**config.mk**
```make
export PLATFORM = sky130hd
export DESIGN_NAME = dmem_port_arbiter
export DESIGN_NICKNAME = d
export VERILOG_FILES = /design/src/rtl/dmem_port_arbiter.sv
export SDC_FILE = /design/constraint.sdc
export NUM_CORES = 1
export LEC_CHECK = 0
export CAP_MARGIN = 20
export CORE_UTILIZATION = 40
export DETAILED_ROUTE_END_ITERATION = 12
export PLACE_DENSITY = 0.8
export SYNTH_ARGS = -nofsm -noshare
export SYNTH_HDL_FRONTEND = slang
export SYNTH_SLANG_ARGS = --single-unit
export TNS_END_PERCENT = 30
```
**constraint.sdc**
```tcl
create_clock -name clk -period 3.5 [get_ports clk]
set_input_delay 0.35 -clock clk [delete_from_list [all_inputs] [get_ports clk]]
set_output_delay 0.35 -clock clk [all_outputs]
set_load 0.005 [all_outputs]
```
**src/rtl/dmem_port_arbiter.sv**
```systemverilog
// Round-robin arbiter sharing one single-port synchronous data RAM between
// the CPU load/store port (C) and the debug/program-loader port (D).
module dmem_port_arbiter #(
    parameter int ADDR_W = 32,
    parameter int DATA_W = 32,
    parameter int RD_LAT = 1
) (
    input  logic              clk,
    input  logic              rst,
    input  logic              c_req,
    input  logic              c_we,
    input  logic [ADDR_W-1:0] c_addr,
    input  logic [DATA_W-1:0] c_wdata,
    output logic              c_gnt,
    output logic              c_rvalid,
    output logic [DATA_W-1:0] c_rdata,
    input  logic              d_req,
    input  logic              d_we,
    input  logic [ADDR_W-1:0] d_addr,
    input  logic [DATA_W-1:0] d_wdata,
    output logic              d_gnt,
    output logic              d_rvalid,
    output logic [DATA_W-1:0] d_rdata,
    output logic [ADDR_W-1:0] mem_addr,
    output logic [DATA_W-1:0] mem_wdata,
    output logic              mem_wren,
    input  logic [DATA_W-1:0] mem_rdata,
    output logic              busy
);

    typedef enum logic [1:0] {S_IDLE, S_ISSUE, S_WAIT, S_RESP} state_t;

    localparam logic [1:0] CNT_LOAD = 2'(RD_LAT - 1);

    state_t            state, state_nxt;
    logic              sel;       // 0 = port C, 1 = port D
    logic              last_win;
    logic              win;
    logic [1:0]        cnt;
    logic [ADDR_W-1:0] addr_q;
    logic [DATA_W-1:0] c_rdata_q, d_rdata_q;
    logic              sel_we;
    logic [ADDR_W-1:0] sel_addr;
    logic [DATA_W-1:0] sel_wdata;

    assign sel_we    = sel ? d_we    : c_we;
    assign sel_addr  = sel ? d_addr  : c_addr;
    assign sel_wdata = sel ? d_wdata : c_wdata;

    // A lone requester always wins; a tie goes to the port that did not win last.
    assign win = (c_req && d_req) ? ~last_win : d_req;

    always_ff @(posedge clk or posedge rst) begin
        if (rst) state <= S_IDLE;
        else     state <= state_nxt;
    end

    always_comb begin
        state_nxt = state;
        unique case (state)
            S_IDLE:  if (c_req || d_req) state_nxt = S_ISSUE;
            S_ISSUE: state_nxt = sel_we ? S_IDLE : S_WAIT;
            S_WAIT:  if (cnt == '0) state_nxt = S_RESP;
            S_RESP:  state_nxt = S_IDLE;
            default: state_nxt = S_IDLE;
        endcase
    end

    always_ff @(posedge clk or posedge rst) begin
        if (rst) begin
            sel       <= 1'b0;
            last_win  <= 1'b1;
            cnt       <= '0;
            addr_q    <= '0;
            c_rdata_q <= '0;
            d_rdata_q <= '0;
        end else begin
            unique case (state)
                S_IDLE: begin
                    if (c_req || d_req) begin
                        sel      <= win;
                        last_win <= win;
                    end
                end
                S_ISSUE: begin
                    cnt    <= CNT_LOAD;
                    addr_q <= sel_addr;
                end
                S_WAIT: begin
                    if (cnt != '0) cnt <= cnt - 2'd1;
                    else if (sel)  d_rdata_q <= mem_rdata;
                    else           c_rdata_q <= mem_rdata;
                end
                default: ;
            endcase
        end
    end

    always_comb begin
        c_gnt     = 1'b0;
        d_gnt     = 1'b0;
        c_rvalid  = 1'b0;
        d_rvalid  = 1'b0;
        mem_addr  = '0;
        mem_wdata = '0;
        mem_wren  = 1'b0;
        unique case (state)
            S_ISSUE: begin
                mem_addr  = sel_addr;
                mem_wdata = sel_wdata;
                mem_wren  = sel_we;
                c_gnt     = ~sel;
                d_gnt     = sel;
            end
            S_WAIT: mem_addr = addr_q;
            S_RESP: begin
                c_rvalid = ~sel;
                d_rvalid = sel;
            end
            default: ;
        endcase
    end

    assign busy    = (state != S_IDLE);
    assign c_rdata = c_rdata_q;
    assign d_rdata = d_rdata_q;

endmodule
```
* After elaboration in Yosys (flattened, before gate mapping) *
Cells that the tools add are included.

operators by class
  equal/unequal tests = 6
  bitwise operators = 3
  $add $sub $neg = 1
  reductions and logical operators = 12
  muxes and demuxes = 17

operator list
  operator                                                             count
  32-bit 2-to-1 mux                                                    3
  32-bit case mux with 2 select lines                                  1
  2-bit 2-to-1 mux                                                     4
  2-bit case mux with 4 select lines                                   1
  1-bit 2-to-1 mux                                                     7
  2-bit != test (second input constant)                                3
  2-bit AND reduction                                                  3
  3-bit AND reduction                                                  2
  2-bit nonzero test                                                   3
  2-bit == test (second input constant)                                2
  2-bit zero test                                                      2
  2-bit case mux with 2 select lines                                   1
  1-bit NOT                                                            3
  2-bit by 1-bit == test with 1-bit output (second input constant)     1
  2-bit by 1-bit subtractor with 2-bit output (second input constant)  1
  1-bit logical AND                                                    1
  1-bit logical OR                                                     1

storage, ports and cells
  logic and storage cells = 46
  register bits = 102
  output and inout port bits = 134

* Logic depth before layout (Yosys ltp) *
Gate-level depths: netlist (run 1).

  word-level depth = 3
  mapped depth = 6
  mapped depth without buffers = 5

* Worst setup path after synthesis (run 1) *
No wires, ideal clock.

  kind = register to output
  start point = register state[0]
  end point = output port mem_addr[12]
  arrival = 1353 ps
  slack = 1797 ps
  path buffers = 2
  stages on the path, launching flop included = 7
  required time = 3150 ps
  path through = dfrtp_1 > inv_1 > ha_1 > buf_4 > clkbuf_1 > nand2_1 > a21boi_0

between the ends
  longest elaborated chain between the ends = 2

RTL lines
  element                                                                           line  source
  start: declaration                                                                35    state_t state, state_nxt;
  start signal: assignment                                                          55    else state <= state_nxt;
  2-bit == test / 2-bit by 1-bit == test with 1-bit output (equally long branches)  107   unique case (state)
  32-bit case mux with 2 select lines *                                             107
  end: declaration                                                                  24    output logic [ADDR_W-1:0] mem_addr,

Mark *: on every way between the ends. The rest lies on a longest branch, timed or not.

* Worst setup path in the final report (run 1) *
  start point = register state[0]
  end point = output port mem_addr[14]

Same word-level chain as after synthesis.

==> results of run 1 <==
[power by group]
group	switching (mW)	internal [mW]	leakage [nW]
clock network	0.423	0.559	0.137
logic	1.39	2.48	2.46
registers	0.458	1.79	1.21
[how the worst max path moves through the flow]
| stage | startpoint | cells past startpoint | end |
|---|---|---|---|
| 5_1_grt | state[0]$_DFFE_PP0P_ | 4 | mem_addr[11] |
| 4_1_cts | state[0]$_DFFE_PP0P_ | 4 | mem_addr[24] |
| 2_1_floorplan | rst | 1 | asynchronous set/reset pin |
| 6_report | state[0]$_DFFE_PP0P_ | 4 | mem_addr[14] |
| 3_3_place_gp | sel$_DFFE_PP0P_ | 4 | mem_wren |
| 3_5_place_dp | state[0]$_DFFE_PP0P_ | 4 | mem_addr[24] |
[stage by stage]
stage	worst slack, ns	instances	hold slack [ns]	cell area (um2)
after floorplan	0.476	494	0.423	5550
after global placement	1.05	941	0.475	8610
after detailed placement	0.927	941	0.492	8610
after CTS	0.530	957	0.508	8900
after global routing	0.335	957	0.524	8900
final	0.615	957	0.499	8900
[placed cells by master (no fill, tap or decap), types with 2 or more instances in the layout]
cell type and n:
a21boi_0 32, a21oi_1 2, and2_1 2, buf_12 2, buf_4 3, clkbuf_1 3
clkbuf_16 9, clkdlybuf4s50_1 299, dfrtp_1 100, ha_1 6, inv_1 38, mux2_1 2
mux2_2 64, mux2_4 30, mux2i_1 36, nand2_1 68, nor2b_1 36, o21ai_0 32
[critical path: cells and delay by family (launching register included)]
| kind | cells | cell delay, ns |
|---|---|---|
| buf+inv | 2 | 0.66 |
| compound gates | 1 | 0.29 |
| flops | 1 | 0.42 |
| fa+ha+maj | 1 | 0.81 |
[registers in the layout (all words and copies together), names as in the netlist, named ones only]
name and flops:
addr_q 32, c_rdata 32, cnt 2, d_rdata 32, last_win 1, sel 1
state 1
[cell families after synthesis]
kind of cell	share of synthesized area
buffers and inverters	0.0657
DFF	0.461
muxes	0.280
adders and majority gates	0.0158
and+or+nand+nor	0.0961
AOI/OAI and AO/OA	0.0817
[cell usage after synthesis, types with 2 or more instances]
library cell    n  area (um2)
a21boi_0       32         240
a21oi_1         2        10.0
and2_1          2        12.5
buf_1           2        7.51
buf_2           3        15.0
buf_4           4        30.0
buf_6          10         113
clkbuf_1       14        52.6
dfrtp_1       101        2530
ha_1            7        87.6
inv_1          39         146
mux2_1          2        22.5
mux2_2         64         721
mux2_4         30         450
mux2i_1        36         360
nand2_1        68         255
nor2b_1        36         225
o21ai_0        32         160
[layer usage]
metal | global-route usage | wire length [um] | up-vias | share of wire
met5 | 0 | 0 | - | 0
met4 | 0.0539 | 241 | 0 | 0.015
met3 | 0.0575 | 929 | 19 | 0.060
met2 | 0.373 | 7850 | 182 | 0.50
met1 | 0.272 | 6560 | 2211 | 0.42
li1 | - | - | 2215 | -
[cell type report]
class | count | area share
clock inverters | 4 | 0.00618
well taps | 176 | 0.0247
flip-flops and latches | 102 | 0.287
repair buffers | 304 | 0.343
clock buffers | 12 | 0.0266
multi-input cells | 320 | 0.295
inverters | 39 | 0.0167
==> impl_metrics.json, run 1 <==
{
  "powerDensity_nw_per_um2": 797,
  "first_global_vias": 4807,
  "hold_buffers": 0,
  "cp.arrival_ns": 2.53,
  "r2r_cells": 5,
  "grt_pass1_wl_um": 24600,
  "root_buffer": "clkbuf_16",
  "rsz0062_at_grt": "no",
  "skew_ns": 0.00726,
  "cts_max_path_buffers": 2,
  "area_delta_synth_final_pct": 60.6,
  "status": "finished clean",
  "crit_path_top_delay_cell": "ha_1",
  "core_area_um2": 13400,
  "die_x_um": 120,
  "drive_above_1_share": 0.151,
  "timing.rr.start": "state[0]$_DFFE_PP0P_",
  "period_share": 0.824,
  "grt_max_degree": 100,
  "nFillCells": 1020,
  "antenna_found_initial": 0,
  "synth_warnings": 0,
  "synth_cells": 494,
  "synth_ff_type": "dfrtp_1",
  "worstPathRequired_ns": 3.15,
  "die-area_um2": 14300,
  "synth_nets": 667,
  "dr.pass1.iters": 4,
  "post-route-util": 0.664,
  "clock_latency_ns": 0.34,
  "multi_input_area_um2": 2630,
  "grt_use_total": 0.218,
  "netlist_area_um2": 5550,
  "h-tree-depth": 3,
  "cts_buffers": 9,
  "relSlewSlack": 0.482,
  "hold_violations": 0,
  "cts.sinks": 102,
  "rr_endpoint": "c_rdata[28]$_DFFE_PP0P_",
  "slew_viol_final": 0,
  "cts.clk_slew.worst_paths_ns": 0.07,
  "n_antenna_cell": 0,
  "period_minus_slack_ns": 2.88,
  "fmax_mhz": 347,
  "crit_chain": "inv_1 > ha_1 > a21boi_0 > clkdlybuf4s50_1",
  "nets": 949,
  "setup_viol": 0,
  "avgViaCountPerCell": 4.83,
  "start_kind": "flop",
  "p_leak_nw": 3.81,
  "ant_nets": 0,
  "yosysSeqAreaShare": 0.461,
  "drt-total-wl_um": 15600,
  "overflow": 0,
  "worst_pin_slew_ns": 0.777,
  "ir_drop_v": 0.000343,
  "cts_setup_buffers": 0,
  "hp-class": "primary input to asynchronous set/reset pin",
  "cts_tree": "built",
  "end_kind": "output pin",
  "syn_area_per_cell_um2": 11.2,
  "ys_seq_elements": 102,
  "place_congestion": 0.777,
  "initial_core_util": 0.414,
  "ff2ff_setup_slack_ns": 1.18,
  "power_mw": 7.10,
  "route.detailed.drc": 0,
  "crit_fanout": 32,
  "cpPeakStageDelay_ns": 0.81,
  "finalSetupTns_ns": 0,
  "num_io_pins": 300,
  "num_rows": 42,
  "regArea_um2": 2560,
  "synth-edff-count": 0,
  "die_y_um": 120,
  "drt_iter0_markers": 146,
  "cts_resized": 0,
  "maxCapViolCount": 0,
  "io_buffers": 299,
  "routedWlPerCell_um": 16.3,
  "ys_types": 28,
  "worst-setup-path-type": "flop to output pin",
  "dp_hpwl_um": 11800,
  "vias": 4627,
  "synthArstFlopShare": 1.00
}
No activity file was read; power rests on OpenSTA's default activity.
==> inputs of run 2 (changes only) <==
- clock period: 3.5 -> 2.8 ns (I/O delays scaled with it)
==> run 2 against run 1 <==
Against the previous run:
- count of clock-buffer cells in the layout decreased by 1
- utilization increased by 0.78 points
- cell count increased by 0.21%
- critical path depth unchanged
- register-to-register slack got worse by 0.80 ns
- non-clock buffer count increased by 2
- first-iteration DRC count increased by 2.1%
- sequential share of layout area decreased by 0.33 points
- combinational power increased by 32%
- design area increased by 1.2%
- sequential power increased by 24%
- critical endpoint is now mem_wdata[5]
- largest cell class unchanged
==> impl_metrics.json, run 2 (synthesized netlist as in run 1, its figures left out) <==
{
  "grt_use_total": 0.226,
  "grt_pass1_wl_um": 25300,
  "n_antenna_cell": 0,
  "ant_nets": 0,
  "start_kind": "flop",
  "relSlewSlack": 0.407,
  "overflow": 0,
  "clock_latency_ns": 0.34,
  "hp-class": "primary input to asynchronous set/reset pin",
  "final_cell_mix": "299 x clkdlybuf4s50_1, 100 x dfrtp_1, 68 x nand2_1",
  "period_minus_slack_ns": 2.65,
  "cts_max_path_buffers": 2,
  "initial_core_util": 0.414,
  "period_share": 0.945,
  "core_area_um2": 13400,
  "rsz0062_at_grt": "no",
  "critical_path.startpoint": "sel$_DFFE_PP0P_",
  "num_io_pins": 300,
  "timing.rr.start": "sel$_DFFE_PP0P_",
  "nets": 951,
  "powerDensity_nw_per_um2": 1020,
  "power_mw": 9.19,
  "p_seq_frac": 0.305,
  "avgViaCountPerCell": 4.89,
  "dr.pass1.iters": 5,
  "dp_hpwl_um": 12100,
  "status": "finished clean",
  "placed_area_um2": 8630,
  "die_y_um": 120,
  "end_kind": "output pin",
  "power_switching_mw": 2.97,
  "die-area_um2": 14300,
  "p_int_mw": 6.22,
  "slew_viol_final": 0,
  "cts.clk_slew.worst_paths_ns": 0.07,
  "routedWlPerCell_um": 17.1,
  "ir_drop_v": 0.000390,
  "layout_commonest_cell": "clkdlybuf4s50_1",
  "skew_ns": 0.00316,
  "worst_pin_slew_ns": 0.888,
  "p_sw_frac": 0.323,
  "maxCapViolCount": 0,
  "cts_tree": "built",
  "ff2ff_setup_slack_ns": 0.38,
  "drt-total-wl_um": 16400,
  "hold_buffers": 0,
  "p_comb_frac": 0.555,
  "rr_endpoint": "d_rdata[29]$_DFFE_PP0P_",
  "cts_setup_buffers": 0,
  "route.detailed.drc": 0,
  "cp.arrival_ns": 2.37,
  "endpoint": "mem_wdata[5]",
  "vias": 4685,
  "worst-setup-path-type": "flop to output pin",
  "post-route-util": 0.672,
  "crit_fanout": 48,
  "h-tree-depth": 3,
  "antenna_found_initial": 0,
  "num_rows": 42,
  "setup_viol": 0,
  "place_congestion": 0.769,
  "hold_violations": 0,
  "cts_buffers": 9,
  "r2r_cells": 2,
  "drt_iter0_markers": 149,
  "first_global_vias": 4823,
  "io_buffers": 299,
  "design_area_um2": 9010,
  "fmax_mhz": 378,
  "finalSetupTns_ns": 0,
  "drive_above_1_share": 0.161,
  "die_x_um": 120,
  "clock_power_share": 0.140,
  "grt_max_degree": 103,
  "worstPathRequired_ns": 2.52,
  "cts.sinks": 102,
  "root_buffer": "clkbuf_16",
  "area_delta_synth_final_pct": 62.4,
  "p_leak_nw": 3.84
}
[run 2: changes by cell type in the layout (fill, tap and decap cells not counted), moves of 2 or more]
cell      previous run  this run
ha_4                 0         2
inv_1               38        36
ha_1                 6         4
clkbuf_1             3         1
inv_2                0         2
[run 2: area by class of cell]
| type | count | area, um2 |
|---|---|---|
| fill | 1019 | 4390 |
| timing repair buffer | 306 | 3120 |
| multi-input combinational | 320 | 2660 |
| sequential | 102 | 2560 |
| clock buffer | 11 | 243 |
| tap | 176 | 220 |
| inverter | 39 | 150 |
| clock inverter | 5 | 66.3 |
[run 2: how the worst min path moves through the flow]
stage                                  startpoint                       to  depth (start not counted)
after floorplan                             c_req     last_win$_DFFE_PP1P_                          1
after global placement    d_rdata[17]$_DFFE_PP0P_  d_rdata[17]$_DFFE_PP0P_                          1
after detailed placement  d_rdata[19]$_DFFE_PP0P_  d_rdata[19]$_DFFE_PP0P_                          1
after CTS                                     rst  c_rdata[15]$_DFFE_PP0P_                          3
after global routing                          rst  c_rdata[15]$_DFFE_PP0P_                          3
final                                         rst  c_rdata[18]$_DFFE_PP0P_                          3
[run 2: stage by stage]
step,setup WS (ns),hold WS [ns],std cells
2_1_floorplan,1.17,0.353,494
5_1_grt,0.0218,0.506,959
4_1_cts,0.00993,0.471,959
6_report,0.153,0.445,959
3_3_place_gp,0.455,0.487,942
3_5_place_dp,0.329,0.493,942
[run 2: power groups by stage]
stage | sequential [mW] | combinational, mW | clock [mW]
finish | 2.80 | 5.11 | 1.28
global route | 2.90 | 5.49 | 1.38
CTS | 2.80 | 5.10 | 1.32
detailed placement | 2.82 | 4.97 | 0
global placement | 2.75 | 4.85 | 0
floorplan | 2.64 | 2.57 | 0
[run 2: per-layer routing]
metal  track usage  vias up  wire (um)
met1         0.283     2271       7010
met4        0.0875        0        358
li1              -     2219          -
met5             0        -          0
met3        0.0418       26        816
met2         0.386      169       8170
[run 2: timing repair]
| item | in CTS | in global routing |
|---|---|---|
| gates resized for setup | 1 | 7 |
| cloned | 1 | 0 |
| endpoints found under the setup margin | 2 | 11 |
| endpoints found under the hold margin | 0 | 0 |
[run 2: critical path: stages, from the launching register on]
cell             delay, ns
dfrtp_4               0.83
buf_4                 0.35
mux2i_1               0.31
nor2b_1               0.08
clkdlybuf4s50_1       0.45
==> inputs of run 3 (changes only) <==
- SKIP_LAST_GASP: not set -> 1
==> results of run 3 <==
No change in the layout: final DEF, timing and power equal those of run 2.
==> edit 1: new RTL, flow settings as in run 3 <==
The parameter `DATA_W` goes from 32 to 40.
--- a/src/rtl/dmem_port_arbiter.sv
+++ b/src/rtl/dmem_port_arbiter.sv
@@ -2,7 +2,7 @@
 // the CPU load/store port (C) and the debug/program-loader port (D).
 module dmem_port_arbiter #(
     parameter int ADDR_W = 32,
-    parameter int DATA_W = 32,
+    parameter int DATA_W = 40,
     parameter int RD_LAT = 1
 ) (
     input  logic              clk,
Ports: changed (6 resized); port bits go from 300 to 348. No check against the original RTL was run, so the function may have changed too.
==> edit 1 against run 3 <==
- routed wire length grew 20%
- setup slack worse by 4.3 ps
- power grew 24%
- global-route usage is 1.8 points higher
- cell area is 18% higher
- area after synthesis grew 14%
- sequential cell count is 16 higher
- non-clock buffer count grew 52
==> edit 1: results (changes against run 3) <==
Global route
  • Met2 Use GR: 0.385 (-0.00144)
  • First-pass GRT wire length: 30.0 mm (+19%)
  • M1 GR Usage: 0.311 (+0.0284)
  • GRT Total Usage: 0.244 (+0.0178)
  • Largest net degree at the start of global routing: 118 (+15%)
  • GR Layer Usage met3: 0.0992 (+0.0574)
  • Vias in the first global route: 5432 (+13%)

Layout
  • Seq area share: 0.278 (-0.00548)
  • Final clock-cell share: 0.0607 (+0.0263)
  • Share of cells above drive strength 1: 0.175 (+0.0139)
  • Multi-input gate area: 2980 sq um (+12%)
  • Clkbuf count: 18 (+7)
  • Repair and plain buffers: 358 (+17%)
  • Data buffer area share: 0.342 (-0.00430)
  • Fillers: 1155 (+13%)
  • Multi-input combinational area share: 0.280 (-0.0144)
  • Multi-input comb cells: 352 (+10%)

Worst setup path
  • Highest-delay cell along the critical path: clkdlybuf4s50_1
  • Worst Reg2Reg Path Length in Cells: 6 (+4)
  • Max stage delay on crit path: 620 ps (-210 ps)
  • Worst-path fanout max: 56 (+17%)
  • RR Endpoint: c_rdata[27]$_DFFE_PP0P_
  • R2R Setup Slk: 660 ps (+280 ps)

Clock tree
  • Num CTS Buffers: 17 (+8)
  • Clock Latency Late Sink: 410 ps (+70 ps)
  • Clock buffer depth: 2 (unchanged)

Logic synthesis
  • Number of synthesized register bits: 118 (+16%)
  • Async S/R FF share, synth: 1.00 (unchanged)
  • Adder and majority gate portion of the synthesized area: 0.0139 (-0.00191)
  • Register area share after synthesis: 0.468 (+0.00766)
  • Syn_nets: 743 (+11%)
  • Synth Area in Compound Gates: 0.0718 (-0.00990)
  • Mapped Cells: 546 (+11%)
  • Area contributors post-synth: dfrtp_1, mux2_2, mux2_4
  • Post-synthesis mux area share: 0.293 (+0.0132)

Detailed routing
  • Met3 WL: 1.74 mm (+110%)
  • Vias per inst: 4.65 (-4.8%)
  • Vias: 5156 (+10%)
  • Top sig layer: met5
  • Drt first-iter violations: 238 (+60%)
  • DRT Wirelength: 19.6 mm (+20%)
  • DR pass1 iterations: 4 (-1)

Floorplan
  • Tapcell Cnt: 211 (+20%)

Place
  • DP Worst Slack: 422 ps (+93.2 ps)
  • Placed cell area: 9950 sq um (+15%)
  • Gp weighted congestion: 0.940 (+22%)
  • Buffers added on ports: 347 (+16%)

STA
  • Hold_ws: 89.4 ps (-356 ps)
  • Final worst slack: 149 ps (-4.35 ps)

Power and ir drop
  • Worst vdd ir: 0.000457 V (+17%)
  • P_leak: 4.59 nW (+19%)

Status
  • Status: complete, no violations
edit 1: worst max-delay path, delay by kind of cell (launching register included):
kind                     cells  cell delay [ps]
AND/OR/NAND/NOR              1              100
adder cells (fa/ha/maj)      1              280
buffers and inverters        3              980
flip-flops                   1              410
AO/OA/AOI/OAI                1              170
edit 1: where the power goes:
part / internal [mW] / total [mW] / switching [mW]
Combinational: 3.69 / 5.84 / 2.14
Sequential: 2.60 / 3.16 / 0.559
Clock: 1.59 / 2.38 / 0.783
Total: 7.88 / 11.4 / 3.48
edit 1: worst max-delay path by stage:
stage,to,depth (start not counted)
after detailed placement,mem_wdata[34],4
after global routing,mem_addr[20],6
after global placement,mem_wdata[38],4
after CTS,mem_addr[20],6
final,mem_addr[14],6
after floorplan,async pin,1
edit 1: repair_timing:
item                                    in CTS  in global routing
hold buffers                                 0                  0
setup buffers                                1                  0
endpoints found under the setup margin       7                 20
gates resized for setup                      0                  3
pin swaps                                    0                  0
==> edit 2: new RTL, flow settings as in run 3 <==
Made on the original files. Reset style: synchronous (`rst`), changed in 2 clocked blocks.
--- a/src/rtl/dmem_port_arbiter.sv
+++ b/src/rtl/dmem_port_arbiter.sv
@@ -50,7 +50,7 @@
     // A lone requester always wins; a tie goes to the port that did not win last.
     assign win = (c_req && d_req) ? ~last_win : d_req;
 
-    always_ff @(posedge clk or posedge rst) begin
+    always_ff @(posedge clk) begin
         if (rst) state <= S_IDLE;
         else     state <= state_nxt;
     end
@@ -66,7 +66,7 @@
         endcase
     end
 
-    always_ff @(posedge clk or posedge rst) begin
+    always_ff @(posedge clk) begin
         if (rst) begin
             sel       <= 1'b0;
             last_win  <= 1'b1;
Function: differs if rst is asserted again (counterexample within 4 cycles, from zero or initial values and one cycle with rst high); with rst held inactive, the same outputs for 4 cycles.
==> edit 2 against run 3 <==
- count of clock-buffer cells in the layout decreased by 2
- area after synthesis decreased by 6.5%
- sequential share of layout area decreased by 4.5 points
- non-clock buffer count increased by 7
- cell area decreased by 4.8%
- sequential cell count unchanged
- routed wire length increased by 2.7%
- largest cell class unchanged
- fmax increased by 2.8%
- first-iteration DRC count increased by 110%
- setup slack improved by 73 ps
- register-to-register slack improved by 180 ps
Power is not compared: it rests on default switching activity, and its combinational part moved more than twofold at a synthesized area within 25%.
==> edit 2: results (changes against run 3) <==
Status
  • Status: complete, no violations

Logic synthesis
  • Ys flop type: dfxtp_1
  • Syn_nets: 822 (+23%)
  • Synth Area in Compound Gates: 0.148 (+0.0659)
  • Post-Synth XOR/XNOR Area: 0 (unchanged)
  • Async S/R FF share, synth: 0 (-1.00)
  • Synth cell count leaders: nand2_1, dfxtp_1, a21oi_1, nor2b_1, nand2b_1
  • Area contributors post-synth: dfxtp_1, nand2_1, a21oi_1
  • Adder and majority gate portion of the synthesized area: 0.0169 (+0.00109)
  • Post-synthesis mux area share: 0.135 (-0.145)
  • Number of distinct library cells after synthesis: 29 (+3.6%)
  • Register area share after synthesis: 0.394 (-0.0669)
  • Synth warn: 0 (unchanged)

Worst hold path
  • Hold wc startpoint: c_rdata[6]$_SDFFE_PP0P_
  • Worst hold path type: flop to flop

Layout
  • Final Util: 0.680 (+0.00768)
  • Share of cells above drive strength 1: 0.0712 (-0.0897)
  • Fin nets: 1095 (+15%)
  • Antenna Cells: 0 (unchanged)

Worst setup path
  • Max stage delay on crit path: 560 ps (-270 ps)
  • Crit path DAT: 2290 ps (-80 ps)
  • Highest-delay cell along the critical path: clkdlybuf4s50_1
  • Worst-path fanout max: 99 (+110%)
  • RR Startpoint: state[0]$_SDFFE_PP0P_
  • CP delay by family, top: buffers and inverters
  • Setup crit start kind: flop

Global route
  • Vias in the first global route: 5021 (+4.1%)
  • First-pass GRT wire length: 25.7 mm (+1.6%)
  • GRT Total Usage: 0.246 (+0.0203)
  • Largest net degree at the start of global routing: 100 (-2.9%)
  • Initial antenna violation count: 0 (unchanged)

Clock tree
  • CTS H-tree lvls: 3 (unchanged)
  • Num CTS Buffers: 9 (unchanged)
  • Root buffer selected by CTS: clkbuf_16
  • Post-CTS setup buffer count: 0 (unchanged)
  • Post-cts sizing count: 0 (-1)
  • Reg clk slew, reported paths: 70 ps (about the same)
  • Clock Latency Late Sink: 340 ps (about the same)
  • Clock buffer depth: 2 (unchanged)

Place
  • Gp weighted congestion: 0.822 (+6.8%)
  • Detailed placement HPWL: 12.4 mm (+2.1%)
  • Buffers added on ports: 299 (unchanged)
  • DP Worst Slack: 594 ps (+265 ps)
  • Placed cell area: 8270 sq um (-4.2%)

Detailed routing
  • Post-DR wirelength/cell: 15.3 um (-10%)
  • Vias: 5309 (+13%)
  • Drt first-iter violations: 317 (+110%)
  • DR pass1 iterations: 4 (-1)

Power and ir drop
  • P_leak: slightly below 3 nW
  • Worst vdd ir: around 0.00025 V

STA
  • Clock Skews: 7.79 ps (+4.63 ps)
  • Slew @ Worst Pin: 760 ps (-128 ps)
[edit 2: logic make-up after synthesis]
group	Yosys count
and+or+nand+nor	283
AOI/OAI and AO/OA	135
DFF	102
muxes	66
buffers and inverters	56
adders and majority gates	7
[edit 2: power by group]
| group | internal [mW] | switching (mW) | total [mW] | leakage (nW) |
|---|---|---|---|---|
| Clock | 0.706 | 0.568 | 1.27 | 0.148 |
| Combinational | 0.551 | 0.332 | 0.883 | 1.94 |
| Sequential | 1.51 | 0.0421 | 1.55 | 0.828 |
[edit 2: final timing paths]
path / endpoint / cells after the start / slack [ps]
worst max-delay path: mem_addr[9] / 6 / 230
worst min-delay path: c_rdata[6]$_SDFFE_PP0P_ / 2 / 450
worst max register to register: d_rdata[19]$_SDFFE_PP0P_ / 6 / 560
worst min register to register: c_rdata[6]$_SDFFE_PP0P_ / 2 / 450
[edit 2: routing by layer]
metal | vias to the layer above | routed length [um] | track usage
met5 | - | 0 | 0
met4 | 0 | 238 | 0.0658
met3 | 23 | 1330 | 0.0805
met2 | 192 | 7910 | 0.410
met1 | 2414 | 7320 | 0.306
li1 | 2680 | - | -
[edit 2: worst min-delay path, delay by kind of cell (launching register included)]
kind	cells	cell delay [ps]
AOI/OAI and AO/OA	1	50
DFF	1	310
and+or+nand+nor	1	50
[edit 2: layout make-up]
type / count / area (sq um)
clock buffers: 9 / 225
multi-input cells: 491 / 2840
flip-flops and latches: 102 / 2050
repair buffers: 313 / 3160
inverters: 5 / 18.8
well taps: 172 / 215
fillers: 1085 / 4040
clock inverters: 7 / 80.1
[edit 2: stage by stage]
| step | total power, mW | hold WS [ps] | std cells |
|---|---|---|---|
| 2_1_floorplan | 1.97 | 416 | 649 |
| 4_1_cts | 3.74 | 455 | 1099 |
| 3_3_place_gp | 2.46 | 441 | 1083 |
| 5_1_grt | 3.88 | 472 | 1099 |
| 3_5_place_dp | 2.46 | 445 | 1083 |
| 6_report | 3.70 | 453 | 1099 |
